$ cat config.mk
export PLATFORM = sky130hd
export DESIGN_NAME = id_ex_stage
export DESIGN_NICKNAME = d
export VERILOG_FILES = /design/src/rtl/mips_pipe_pkg.sv /design/src/rtl/mips_hazard_detect.sv /design/src/rtl/id_ex_stage.sv
export SDC_FILE = /design/constraint.sdc
export NUM_CORES = 1
export LEC_CHECK = 0
export ABC_AREA = 1
export ABC_CLOCK_PERIOD_IN_PS = 1750
export CAP_MARGIN = 10
export CORE_AREA = 2 2 148 150
export DETAILED_ROUTE_END_ITERATION = 7
export DIE_AREA = 0 0 150 152
export GPL_TIMING_DRIVEN = 1
export PLACE_DENSITY = 0.67
export SLEW_MARGIN = 20
export SYNTH_ARGS = -nofsm -noshare
export SYNTH_HDL_FRONTEND = slang
export SYNTH_HIERARCHICAL = 1
export SYNTH_SLANG_ARGS = --single-unit
$ cat constraint.sdc
create_clock -name clk -period 1.75 [get_ports clk]
set_input_delay 0.2625 -clock clk [delete_from_list [all_inputs] [get_ports clk]]
set_output_delay 0.2625 -clock clk [all_outputs]
set_load 0.01 [all_outputs]
$ cat src/rtl/mips_pipe_pkg.sv
`default_nettype none
// ============================================================================
// Module      : mips_pipe_pkg
// Description : Shared types and constants for the 5-stage MIPS pipeline.
//               Holds the decoded control bundle, ALU operation classes,
//               primary opcodes and well-known register indices.
// Revision    : 1.0 - initial release
// ============================================================================
package mips_pipe_pkg;

    // ALU operation class driven by the decode control unit
    localparam logic [1:0] ALUOP_ADD   = 2'b00;
    localparam logic [1:0] ALUOP_SUB   = 2'b01;
    localparam logic [1:0] ALUOP_RTYPE = 2'b10;
    localparam logic [1:0] ALUOP_OR    = 2'b11;

    // Primary opcodes (instr[31:26])
    localparam logic [5:0] OP_RTYPE = 6'h00;
    localparam logic [5:0] OP_J     = 6'h02;
    localparam logic [5:0] OP_JAL   = 6'h03;
    localparam logic [5:0] OP_BEQ   = 6'h04;
    localparam logic [5:0] OP_ADDI  = 6'h08;
    localparam logic [5:0] OP_ORI   = 6'h0D;
    localparam logic [5:0] OP_LW    = 6'h23;
    localparam logic [5:0] OP_SW    = 6'h2B;

    // Well-known register indices
    localparam int REG_ZERO = 0;
    localparam int REG_RA   = 31;

    // Decoded control bundle carried down the pipe
    typedef struct packed {
        logic       reg_dst;
        logic       jump;
        logic       branch;
        logic       mem_read;
        logic       mem_to_reg;
        logic       mem_write;
        logic       alu_src;
        logic       reg_write;
        logic       jal;
        logic [1:0] alu_op;
    } ctrl_t;

    // A bubble carries no side effects: every control bit cleared
    localparam ctrl_t CTRL_BUBBLE = '0;

endpackage : mips_pipe_pkg
`default_nettype wire

$ cat src/rtl/mips_hazard_detect.sv
`default_nettype none
// ============================================================================
// Module      : mips_hazard_detect
// Description : Combinational load-use hazard detector. Flags a decode
//               instruction that reads the destination of a load sitting in
//               EX. The rt compare is opcode-agnostic; false stalls on
//               instructions that do not read rt are accepted.
// Ports       : i_ex_valid, i_ex_mem_read, i_ex_rt  - state of the EX slot
//               i_id_valid, i_id_rs, i_id_rt        - state of the ID slot
//               i_flush                             - decode instruction killed
//               o_load_use                          - raw hazard condition
//               o_stall                             - freeze request to IF/ID
// Revision    : 1.0 - initial release
// ============================================================================
module mips_hazard_detect
    import mips_pipe_pkg::*;
#(
    parameter int REG_W = 5
) (
    input  logic             i_ex_valid,
    input  logic             i_ex_mem_read,
    input  logic [REG_W-1:0] i_ex_rt,
    input  logic             i_id_valid,
    input  logic [REG_W-1:0] i_id_rs,
    input  logic [REG_W-1:0] i_id_rt,
    input  logic             i_flush,
    output logic             o_load_use,
    output logic             o_stall
);

    logic w_rt_nonzero;
    logic w_src_match;

    // $zero is never a real dependency: writes to it are discarded
    assign w_rt_nonzero = (i_ex_rt != REG_W'(REG_ZERO));
    assign w_src_match  = (i_ex_rt == i_id_rs) | (i_ex_rt == i_id_rt);

    assign o_load_use = i_ex_valid & i_ex_mem_read & w_rt_nonzero
                      & i_id_valid & w_src_match;

    // A killed decode instruction must not freeze fetch
    assign o_stall = o_load_use & ~i_flush;

endmodule : mips_hazard_detect
`default_nettype wire

$ cat src/rtl/id_ex_stage.sv
`default_nettype none
// ============================================================================
// Module      : id_ex_stage
// Description : ID/EX pipeline register of the 5-stage MIPS core. Registers
//               the decoded control bundle, operands, immediate and PC+4,
//               resolves the destination register (rd / rt / $ra) and
//               inserts a bubble on a load-use hazard or a flush.
//               Edge priority: flush > hold > load-use bubble > load.
// Ports       : clk, rst_n (async active-low)
//               id_*        - decode-stage instruction fields
//               flush_i     - taken branch/jump kills the decode instruction
//               hold_i      - downstream stall, freeze this register
//               stall_o     - load-use freeze request for PC and IF/ID
//               ex_*        - registered copies into EX
//               ex_write_reg- resolved destination index
//               bubble_cnt, flush_cnt - performance counters
// Options     : ID_EX_PERF_CNT_EN - enables the two counters; otherwise
//               they are tied to zero with no flops.
// Revision    : 1.0 - initial release
// ============================================================================
module id_ex_stage
    import mips_pipe_pkg::*;
#(
    parameter int DATA_W = 32,
    parameter int REG_W  = 5,
    parameter int RA_REG = REG_RA
) (
    input  logic              clk,
    input  logic              rst_n,
    input  logic              id_valid,
    input  logic              id_reg_dst,
    input  logic              id_jump,
    input  logic              id_branch,
    input  logic              id_mem_read,
    input  logic              id_mem_to_reg,
    input  logic              id_mem_write,
    input  logic              id_alu_src,
    input  logic              id_reg_write,
    input  logic              id_jal,
    input  logic [1:0]        id_alu_op,
    input  logic [REG_W-1:0]  id_rs,
    input  logic [REG_W-1:0]  id_rt,
    input  logic [REG_W-1:0]  id_rd,
    input  logic [DATA_W-1:0] id_rs_data,
    input  logic [DATA_W-1:0] id_rt_data,
    input  logic [DATA_W-1:0] id_imm,
    input  logic [DATA_W-1:0] id_pc_plus4,
    input  logic              flush_i,
    input  logic              hold_i,
    output logic              stall_o,
    output logic              ex_valid,
    output logic              ex_reg_dst,
    output logic              ex_jump,
    output logic              ex_branch,
    output logic              ex_mem_read,
    output logic              ex_mem_to_reg,
    output logic              ex_mem_write,
    output logic              ex_alu_src,
    output logic              ex_reg_write,
    output logic              ex_jal,
    output logic [1:0]        ex_alu_op,
    output logic [REG_W-1:0]  ex_rs,
    output logic [REG_W-1:0]  ex_rt,
    output logic [DATA_W-1:0] ex_rs_data,
    output logic [DATA_W-1:0] ex_rt_data,
    output logic [DATA_W-1:0] ex_imm,
    output logic [DATA_W-1:0] ex_pc_plus4,
    output logic [REG_W-1:0]  ex_write_reg,
    output logic [31:0]       bubble_cnt,
    output logic [31:0]       flush_cnt
);

    // ------------------------------------------------------------------
    // Registered EX state
    // ------------------------------------------------------------------
    logic              r_valid;
    ctrl_t             r_ctrl;
    logic [REG_W-1:0]  r_rs;
    logic [REG_W-1:0]  r_rt;
    logic [DATA_W-1:0] r_rs_data;
    logic [DATA_W-1:0] r_rt_data;
    logic [DATA_W-1:0] r_imm;
    logic [DATA_W-1:0] r_pc_plus4;
    logic [REG_W-1:0]  r_write_reg;

    // ------------------------------------------------------------------
    // Combinational decode-side signals
    // ------------------------------------------------------------------
    ctrl_t             w_id_ctrl;
    logic [REG_W-1:0]  w_write_reg;
    logic              w_load_use;
    logic              w_lu_bubble;
    logic              w_bubble;
    logic              w_load;

    assign w_id_ctrl = '{
        reg_dst:    id_reg_dst,
        jump:       id_jump,
        branch:     id_branch,
        mem_read:   id_mem_read,
        mem_to_reg: id_mem_to_reg,
        mem_write:  id_mem_write,
        alu_src:    id_alu_src,
        reg_write:  id_reg_write,
        jal:        id_jal,
        alu_op:     id_alu_op
    };

    // JAL links into $ra regardless of the rd/rt encoding
    always_comb begin
        w_write_reg = id_rt;
        if (id_jal) begin
            w_write_reg = REG_W'(RA_REG);
        end else if (id_reg_dst) begin
            w_write_reg = id_rd;
        end
    end

    mips_hazard_detect #(
        .REG_W (REG_W)
    ) u_hazard (
        .i_ex_valid    (r_valid),
        .i_ex_mem_read (r_ctrl.mem_read),
        .i_ex_rt       (r_rt),
        .i_id_valid    (id_valid),
        .i_id_rs       (id_rs),
        .i_id_rt       (id_rt),
        .i_flush       (flush_i),
        .o_load_use    (w_load_use),
        .o_stall       (stall_o)
    );

    // A hold masks the load-use bubble: the hazard is re-evaluated once
    // the hold lifts, with the load still sitting in EX.
    assign w_lu_bubble = ~flush_i & ~hold_i & w_load_use;
    assign w_bubble    = flush_i | w_lu_bubble;
    assign w_load      = ~flush_i & ~hold_i & ~w_load_use;

    // ------------------------------------------------------------------
    // Pipeline register
    // ------------------------------------------------------------------
    always_ff @(posedge clk or negedge rst_n) begin
        if (!rst_n) begin
            r_valid     <= 1'b0;
            r_ctrl      <= CTRL_BUBBLE;
            r_rs        <= '0;
            r_rt        <= '0;
            r_rs_data   <= '0;
            r_rt_data   <= '0;
            r_imm       <= '0;
            r_pc_plus4  <= '0;
            r_write_reg <= '0;
        end else if (w_bubble) begin
            r_valid     <= 1'b0;
            r_ctrl      <= CTRL_BUBBLE;
            r_rs        <= '0;
            r_rt        <= '0;
            r_rs_data   <= '0;
            r_rt_data   <= '0;
            r_imm       <= '0;
            r_pc_plus4  <= '0;
            r_write_reg <= '0;
        end else if (w_load) begin
            // Control bits load even for an invalid slot; EX/MEM gate
            // side effects on ex_valid.
            r_valid     <= id_valid;
            r_ctrl      <= w_id_ctrl;
            r_rs        <= id_rs;
            r_rt        <= id_rt;
            r_rs_data   <= id_rs_data;
            r_rt_data   <= id_rt_data;
            r_imm       <= id_imm;
            r_pc_plus4  <= id_pc_plus4;
            r_write_reg <= w_write_reg;
        end
    end

    // ------------------------------------------------------------------
    // Performance counters
    // ------------------------------------------------------------------
`ifdef ID_EX_PERF_CNT_EN
    logic [31:0] r_bubble_cnt;
    logic [31:0] r_flush_cnt;

    always_ff @(posedge clk or negedge rst_n) begin
        if (!rst_n) begin
            r_bubble_cnt <= '0;
            r_flush_cnt  <= '0;
        end else begin
            if (w_lu_bubble) begin
                r_bubble_cnt <= r_bubble_cnt + 32'd1;
            end
            if (flush_i) begin
                r_flush_cnt <= r_flush_cnt + 32'd1;
            end
        end
    end

    assign bubble_cnt = r_bubble_cnt;
    assign flush_cnt  = r_flush_cnt;
`else
    assign bubble_cnt = '0;
    assign flush_cnt  = '0;
`endif

    // ------------------------------------------------------------------
    // Output mapping
    // ------------------------------------------------------------------
    assign ex_valid      = r_valid;
    assign ex_reg_dst    = r_ctrl.reg_dst;
    assign ex_jump       = r_ctrl.jump;
    assign ex_branch     = r_ctrl.branch;
    assign ex_mem_read   = r_ctrl.mem_read;
    assign ex_mem_to_reg = r_ctrl.mem_to_reg;
    assign ex_mem_write  = r_ctrl.mem_write;
    assign ex_alu_src    = r_ctrl.alu_src;
    assign ex_reg_write  = r_ctrl.reg_write;
    assign ex_jal        = r_ctrl.jal;
    assign ex_alu_op     = r_ctrl.alu_op;
    assign ex_rs         = r_rs;
    assign ex_rt         = r_rt;
    assign ex_rs_data    = r_rs_data;
    assign ex_rt_data    = r_rt_data;
    assign ex_imm        = r_imm;
    assign ex_pc_plus4   = r_pc_plus4;
    assign ex_write_reg  = r_write_reg;

endmodule : id_ex_stage
`default_nettype wire

== Word-level counts from Yosys, hierarchy flattened ==
Cells that the tools add are included.

* Input bits: 159
* Output and inout port bits: 220
* Register bits after elaboration: 155
* Logic and storage cells: 55

* Reductions and logical operators: 2
* Equal/unequal tests: 2
* Bitwise gates (word level): 13
* Multiplexer cells: 20

{| class="wikitable"
|+ Operators by type and width
! kind !! number
|-
| 32-bit two-way mux || 8
|-
| 5-bit two-way mux || 8
|-
| 11-bit two-way mux || 2
|-
| 5-bit == test || 2
|-
| 1-bit AND || 8
|-
| 5-bit nonzero test || 1
|-
| 1-bit inverter || 3
|-
| 1-bit two-way mux || 2
|-
| 1-bit bitwise OR || 2
|-
| 2-bit nonzero test || 1
|}

== Longest topological paths before layout ==
Gate-level depths: netlist of run 1.

* Depth after elaboration: 8
* Depth in mapped cells: 13
* Gate-level depth less buffers: 11

== Cells and area by module ==
Netlist of run 1, hierarchy kept.

{| class="wikitable"
|+ By module, submodules not included
! module !! times used !! area each (µm²) !! seq. area each (µm²) !! cells each
|-
| id_ex_stage || 1 || 6396.1 || 3878.7 || 741
|-
| mips_hazard_detect || 1 || 220.2 || 0.0 || 52
|}

== Worst setup path before layout of run 1 ==
Ideal clock, no wire load.

* Kind: register to register
* From: register r_rt[4], in the netlist ex_rt[4]
* To: register r_imm[23], in the netlist ex_imm[23]
* Setup time: 0.116 ns
* Arrival time: 1.398 ns
* Period minus slack after synthesis: 1.515 ns
* Required time: 1.634 ns
* Stages on the path, launching flop included: 14
* Path slack: 0.235 ns
* Path buffers: 2
* Cell sequence: dfrtp_1 inv_2 nand2_2 nand2_1 nor2_1 nand3_1 nand2_1 nand2_2 inv_1 nor2_4 buf_6 buf_4 nand2_1 nand2_1

* Longest elaborated chain between the ends: 7
* Elaborated cells on any way between the ends: 13
* Those cells by class: eq/ne (2); mux (1); bitwise (8); reduce/logical (2)

{| class="wikitable"
|+ RTL lines
! what !! line !! text
|-
| from (decl) || id_ex_stage.sv:79 || <nowiki>logic [REG_W-1:0] r_rt;</nowiki>
|-
| from (signal assigned) || id_ex_stage.sv:169 || <nowiki>r_rt <= id_rt;</nowiki>
|-
| 5-bit nonzero test || mips_hazard_detect.sv:35 || <nowiki>assign w_rt_nonzero = (i_ex_rt != REG_W'(REG_ZERO));</nowiki>
|-
| 1-bit AND || mips_hazard_detect.sv:38 || <nowiki>assign o_load_use = i_ex_valid & i_ex_mem_read & w_rt_nonzero</nowiki>
|-
| 1-bit AND || mips_hazard_detect.sv:39 || <nowiki>& i_id_valid & w_src_match;</nowiki>
|-
| 1-bit AND (*) || mips_hazard_detect.sv:39 ||
|-
| via w_load_use || id_ex_stage.sv:91 || <nowiki>logic w_load_use;</nowiki>
|-
| 1-bit AND / 1-bit inverter (equally long branches) || id_ex_stage.sv:135, id_ex_stage.sv:137 ||
|-
| 1-bit bitwise OR / 1-bit AND (equally long branches) || id_ex_stage.sv:136, id_ex_stage.sv:137 ||
|-
| 32-bit two-way mux / 2-bit nonzero test (equally long branches) || -- ||
|-
| to (signal assigned) || id_ex_stage.sv:172 || <nowiki>r_imm <= id_imm;</nowiki>
|-
| to (decl) || id_ex_stage.sv:82 || <nowiki>logic [DATA_W-1:0] r_imm;</nowiki>
|}

The timed path passes the listed nets; every way through them passes the cells marked *.
A chain may end at the register's enable or synchronous reset.

== Final worst setup path of run 1 ==
* From: register r_rt[1], in the netlist ex_rt[1]
* To: output stall_o

* Longest elaborated chain between the ends: 5
* Elaborated cells on any way between the ends: 8
* Those cells by class: eq/ne (2); bitwise (5); reduce/logical (1)

{| class="wikitable"
|+ RTL lines
! what !! line !! text
|-
| 5-bit nonzero test || mips_hazard_detect.sv:35 ||
|-
| 1-bit AND || mips_hazard_detect.sv:38 ||
|-
| 1-bit AND || mips_hazard_detect.sv:39 ||
|-
| 1-bit AND (*) || mips_hazard_detect.sv:39 ||
|-
| 1-bit AND (*) || mips_hazard_detect.sv:42 || <nowiki>assign o_stall = o_load_use & ~i_flush;</nowiki>
|-
| to (decl) || id_ex_stage.sv:50 || <nowiki>output logic stall_o,</nowiki>
|}

Mark *: on every way between the ends. The rest lies on a longest branch, timed or not.

==> flow_summary_export.csv, run 1 <==
group,metric,value,unit
worst_setup_path,cp_num_buf_inv,2,
sta,worst_slack,-69.18,ps
clock_tree,cts_tree,"yes",
placed_design,dpl_cell_area,0.01006,sq mm
worst_setup_path,cp_top_family,"simple AND/OR/NAND/NOR gates",
clock_tree,htreeDepth,4,
sta,fin_crit,1819,ps
worst_setup_path,crit_arrival,1560,ps
yosys,synth_area_leaders,"dfrtp_1 (59%), nand2_1 (28%), buf_4 (7.9%)",
worst_setup_path,critPathSlowestCell,"dfrtp_1",
yosys,synth_area,0.006616,sq mm
drt,dr.pass1.iters,4,
sta,finalCritPeriodShare,104.0,%
yosys,synth_cells,793,
outcome,outcome,"finished with violations",
pwr,power,9.232,mW
hold_path,hp-class,"in2async",
drt,wl_per_cell,14.70,microns
yosys,yosysWarningCount,6,
sta,rsz0062_at_grt,"true",
die,fp-row-count,54,
clock_tree,clockBufferDepth,2,
drt,via_per_inst,4.145,
sta,setup_viol,47,
sta,finClkSkew,6.731,ps
placed_design,globalplace.congestion,0.7452,
worst_setup_path,startpoint_type,"flip-flop",
yosys,synth_top_area_share,58.62,%
worst_setup_path,max_stage_delay,390,ps
outcome,violations,"negative setup slack",
drt,wirelength,21110,microns
die,die-width,150,microns
layout,postLayoutCellArea,0.01107,sq mm
run,drv_cap,0,
grt,grt_pass1_wl,30490,microns
grt,grt_max_degree,60,
yosys,synth.avg_cell_area,8.343,sq um
clock_tree,cts.sinks,155,
drt,drc,0,
worst_setup_path,worstSetupPathType,"reg2out",
layout,nFillCells,1980,
worst_setup_path,required,1490,ps
pwr,leakagePower,5.649,nW
drt,vias,5952,
placed_design,dp_slack,-486.7,ps
placed_design,io_buffers,314,
drt,ant_nets,0,
grt,grt_usage,16.92,%
worst_setup_path,crit_fanout,3,
grt,grt_antenna_before_repair,2,
sta,timing.fmax,549.7,MHz
clock_tree,cts.root.buffer_cell,"clkbuf_16",
yosys,ys_ff_latch,155,
clock_tree,path_clk_slew,70,ps
yosys,ys_types,15,
yosys,yosysTopAreaCell,"dfrtp_1",
die,ioPinCount,379,
sta,hold_violations,0,
grt,grt_pass1_vias,5784,
drt,drt_iter0_markers,337,
worst_setup_path,crit_top_cell,"nand2_1",
layout,area_growth,67.27,%
layout,layout-drive-gt1-share,8.059,%
pwr,p_per_area,834.2,mW/mm^2
grt,gr-total-overflow,0,
layout,finalNetCount,1300,
clock_tree,cts_buffers,17,
die,die_h,152,microns
die,die_area,0.02280,sq mm
yosys,synth-seq-area-share,58.62,%
sta,drv_slew,0,
layout,fin_util,51.83,%
sta,setup_tns,-1091,ps
die,start_util,30.99,%
die,fp.coreArea,0.02135,sq mm
clock_tree,clk_latency,410,ps
pwr,ir_drop,0.0005680,V
worst_setup_path,cp-end-kind,"primary output",
placed_design,hpwl,14130,microns
worst_setup_path,path_cells,"buf_4, nand2_1, nand2_1, nor2_1, nand3_1, nand2_1, nand2_2, nor2_2, buf_6",
[final cells by class]
class,count,area [sq um],area share [%]
Clock buffer,18,439.2,3.968
Clock inverter,14,150.1,1.357
Timing Repair Buffer,363,3925,35.47
Multi-Input combinational cell,586,2250,20.33
Inverter,18,67.56,0.6105
Sequential cell,155,3880,35.06
Antenna cell,2,5.005,0.04522
Tap cell,280,350.3,3.166
[where the power goes]
part | internal, mW | switching, mW
registers | 3.79 | 0.120
logic | 0.909 | 0.705
clock network | 2.07 | 1.65
total | 6.76 | 2.47
[per-layer routing]
metal	vias to the layer above	track usage [%]	wire length, microns
met5	-	0	0
met1	2725	20.48	9022
li1	2946	-	-
met3	22	6.486	1832
met4	0	4.717	333
met2	259	28.05	9921
[through the flow]
| stage | instances | hold WS, ps |
|---|---|---|
| finish | 1436 | 344.5 |
| global route | 1436 | 356.0 |
| CTS | 1418 | 338.2 |
| detailed placement | 1383 | 224.8 |
| global placement | 1383 | 220.5 |
| floorplan | 856 | -33.09 |
[cell families after synthesis]
logic type	after synthesis	synth area share [%]
simple gates	520	29.95
buf+inv	115	11.10
other cells	1	0.05668
xor+xnor	2	0.2648
flops	155	58.62
[final timing paths]
check	from	endpoint	slack, ps	cells past startpoint
max	ex_rt[1]$_DFFE_PN0P_	stall_o	-70	9
min	rst_n	ex_rs[0]$_DFFE_PN0P_	340	2
max reg2reg	ex_rt[3]$_DFFE_PN0P_	ex_imm[17]$_DFFE_PN0P_	-60	13
min reg2reg	ex_pc_plus4[11]$_DFFE_PN0P_	ex_pc_plus4[11]$_DFFE_PN0P_	480	2
max in group asynchronous	rst_n	ex_rt_data[5]$_DFFE_PN0P_	840	3
min in group clk	id_imm[18]	ex_imm[18]$_DFFE_PN0P_	370	3
[worst register-to-register path, delay by kind of cell, from the launching register on]
family / cells / cell delay (ps)
simple gates: 9 / 850
flops: 1 / 440
buf+inv: 4 / 470
[cell usage after synthesis, drive strengths merged]
cell type  number
buf            97
conb            1
dfrtp         155
inv            18
nand2         497
nand3           8
nand4           2
nor2           13
xnor2           2
[repair_timing]
action / 4_1_cts / 5_1_grt
setup buffers: 2 / 1
hold endpoints to repair: 34 / 0
pin swaps: 1 / 4
hold buffers: 1 / 0
resized for setup: 11 / 16
endpoints found under the setup margin: 91 / 154
gates cloned: 0 / 15
[cells in the final DEF (no fill, tap or decap), drive strengths merged]
master           n
nand2          497
clkdlybuf4s50  307
dfrtp          155
conb            64
buf             40
clkbuf          28
inv             27
nor2            13
nand3            8
dlygate4sd2      5
clkinv           4
diode            2
xnor2            2
nand4            2
bufinv           1
dlygate4sd3      1
Note: power is estimated with default switching activity, not from simulation.
==> run 2, diff against run 1 <==
CORE_AREA = 2 2 146 148   (was 2 2 148 150)
DIE_AREA = 0 0 148 150   (was 0 0 150 152)
DONT_BUFFER_PORTS = 1   (was not set)
PLACE_DENSITY = 0.45   (was 0.67)
==> flow_summary_export.csv, run 2 (synthesis results as in run 1) <==
group,metric,value,unit
clock_tree,clk_latency,420,ps
drt,ant_nets,0,
worst_setup_path,crit_top_cell,"nor2_1",
clock_tree,clockBufferDepth,2,
clock_tree,cts_tree,"yes",
pwr,ir_drop,0.0005407,V
worst_setup_path,critPathSlowestCell,"dfrtp_1",
layout,layout-drive-gt1-share,9.045,%
grt,grt_pass1_wl,28710,microns
layout,area_growth,41.13,%
placed_design,hpwl,11780,microns
sta,drv_slew,0,
worst_setup_path,cp-end-kind,"primary output",
outcome,outcome,"finished with violations",
die,start_util,31.98,%
drt,drt_iter0_markers,237,
sta,rsz0062_at_grt,"true",
grt,gr-total-overflow,0,
placed_design,dpl_cell_area,0.006690,sq mm
layout,final_common_cell,"nand2_1",
placed_design,io_buffers,0,
worst_setup_path,crit_fanout,5,
worst_setup_path,cp_num_buf_inv,0,
run,drv_cap,0,
worst_setup_path,startpoint_type,"flip-flop",
die,die-width,148,microns
drt,wl_per_cell,17.14,microns
sta,setup_tns,-499.6,ps
grt,grt_pass1_vias,5296,
grt,grt_max_degree,156,
worst_setup_path,max_stage_delay,430,ps
sta,finalCritPeriodShare,103.5,%
sta,finClkSkew,7.699,ps
pwr,leakagePower,5.006,nW
placed_design,dp_slack,-10.36,ps
sta,setup_viol,36,
grt,grt_usage,16.61,%
die,die_h,150,microns
sta,fin_crit,1810,ps
drt,vias,5379,
sta,hold_ws,-463.5,ps
worst_setup_path,required,1490,ps
worst_setup_path,path_cells,"nor2_1, nor2_1, nor2_1, nand3_1, nand2_1, nand2_2, nor2_4",
placed_design,globalplace.congestion,0.7702,
drt,wirelength,21580,microns
clock_tree,cts.sinks,155,
layout,antenna_cells,0,
worst_setup_path,crit_arrival,1550,ps
drt,via_per_inst,4.272,
hold_path,hp-class,"in2async",
die,fp.coreArea,0.02069,sq mm
die,die_area,0.02220,sq mm
layout,fin_util,45.13,%
worst_setup_path,cp_top_family,"simple AND/OR/NAND/NOR gates",
clock_tree,cts_hold_buf,149,
layout,nFillCells,1978,
layout,postLayoutCellArea,0.009338,sq mm
clock_tree,cts.root.buffer_cell,"clkbuf_16",
die,fp-row-count,53,
placed_design,placedCellCount,1046,
clock_tree,path_clk_slew,70,ps
layout,stdcell_count,1259,
clock_tree,htreeDepth,4,
worst_setup_path,worstSetupPathType,"reg2out",
layout,final_cell_mix,"nand2_1 (494), dfrtp_1 (153), dlygate4sd3_1 (149)",
pwr,power,8.529,mW
drt,drc,0,
sta,hold_violations,155,
sta,worst_slack,-60.49,ps
outcome,violations,"negative hold slack, negative setup slack",
die,ioPinCount,379,
grt,grt_antenna_before_repair,0,
pwr,p_per_area,913.4,mW/mm^2
layout,finalNetCount,1130,
clock_tree,cts_buffers,17,
sta,timing.fmax,552.3,MHz
drt,dr.pass1.iters,5,
-- run 2: cell types whose count changed in the layout (fill, tap and decap cells not counted), moves of 4 or more --
cell             change
clkdlybuf4s50_1    -307
dlygate4sd3_1      +148
buf_12              -12
clkinvlp_4           +6
buf_8                +5
dlygate4sd2_1        -5
inv_8                -4
-- run 2: layout make-up --
cell class / instances / area (sq um) / area share [%]
clock buffers: 20 / 436.7 / 4.676
clock inverters: 12 / 115.1 / 1.233
inverters: 18 / 67.56 / 0.7236
multi-input cells: 586 / 2260 / 24.20
flip-flops and latches: 155 / 3881 / 41.57
well taps: 275 / 344.1 / 3.685
repair buffers: 193 / 2233 / 23.92
-- run 2: worst paths after layout --
check,start,to,slack [ps],cells past startpoint
worst max-delay path,ex_rt[3]$_DFFE_PN0P_,stall_o,-60,7
worst min-delay path,rst_n,ex_pc_plus4[18]$_DFFE_PN0P_,-460,0
worst max register to register,ex_rt[3]$_DFFE_PN0P_,ex_imm[13]$_DFFE_PN0P_,-50,13
worst min register to register,ex_rs_data[15]$_DFFE_PN0P_,ex_rs_data[15]$_DFFE_PN0P_,550,2
max in group asynchronous,rst_n,ex_rs_data[15]$_DFFE_PN0P_,1980,0
min in group clk,id_reg_dst,ex_write_reg[1]$_DFFE_PN0P_,70,4
-- run 2: repair_timing --
action,CTS,global route
gates resized for setup,3,22
gates cloned,1,21
pin swaps,1,7
setup endpoints to repair,56,155
hold endpoints to repair,304,155
buffers inserted,6,4
-- run 2: layer usage --
layer  up-vias  global-route usage (%)  wire (microns)
met5         -                       0               0
met4         0                   5.524             352
met3        14                   6.524            1861
met2       255                   27.13           10310
met1      2504                   20.13            9050
li1       2606                       -               -
-- run 2: worst reg2reg max path: stages (launching register included) --
cell and delay, ps:
dfrtp_1 430, nor2_1 140, nor2_1 60, nor2_1 100, nand3_1 70, nand2_1 80
nand2_2 80, inv_2 80, nor2_4 50, buf_4 140, clkbuf_16 160, buf_12 130
nand2_1 90, nand2_1 70
-- run 2: power by group --
| group | internal [mW] | leakage [nW] | total, mW | switching (mW) |
|---|---|---|---|---|
| combinational | 0.486 | 2.70 | 0.939 | 0.453 |
| clock | 1.97 | 0.250 | 3.54 | 1.56 |
| sequential | 3.79 | 2.06 | 4.05 | 0.266 |
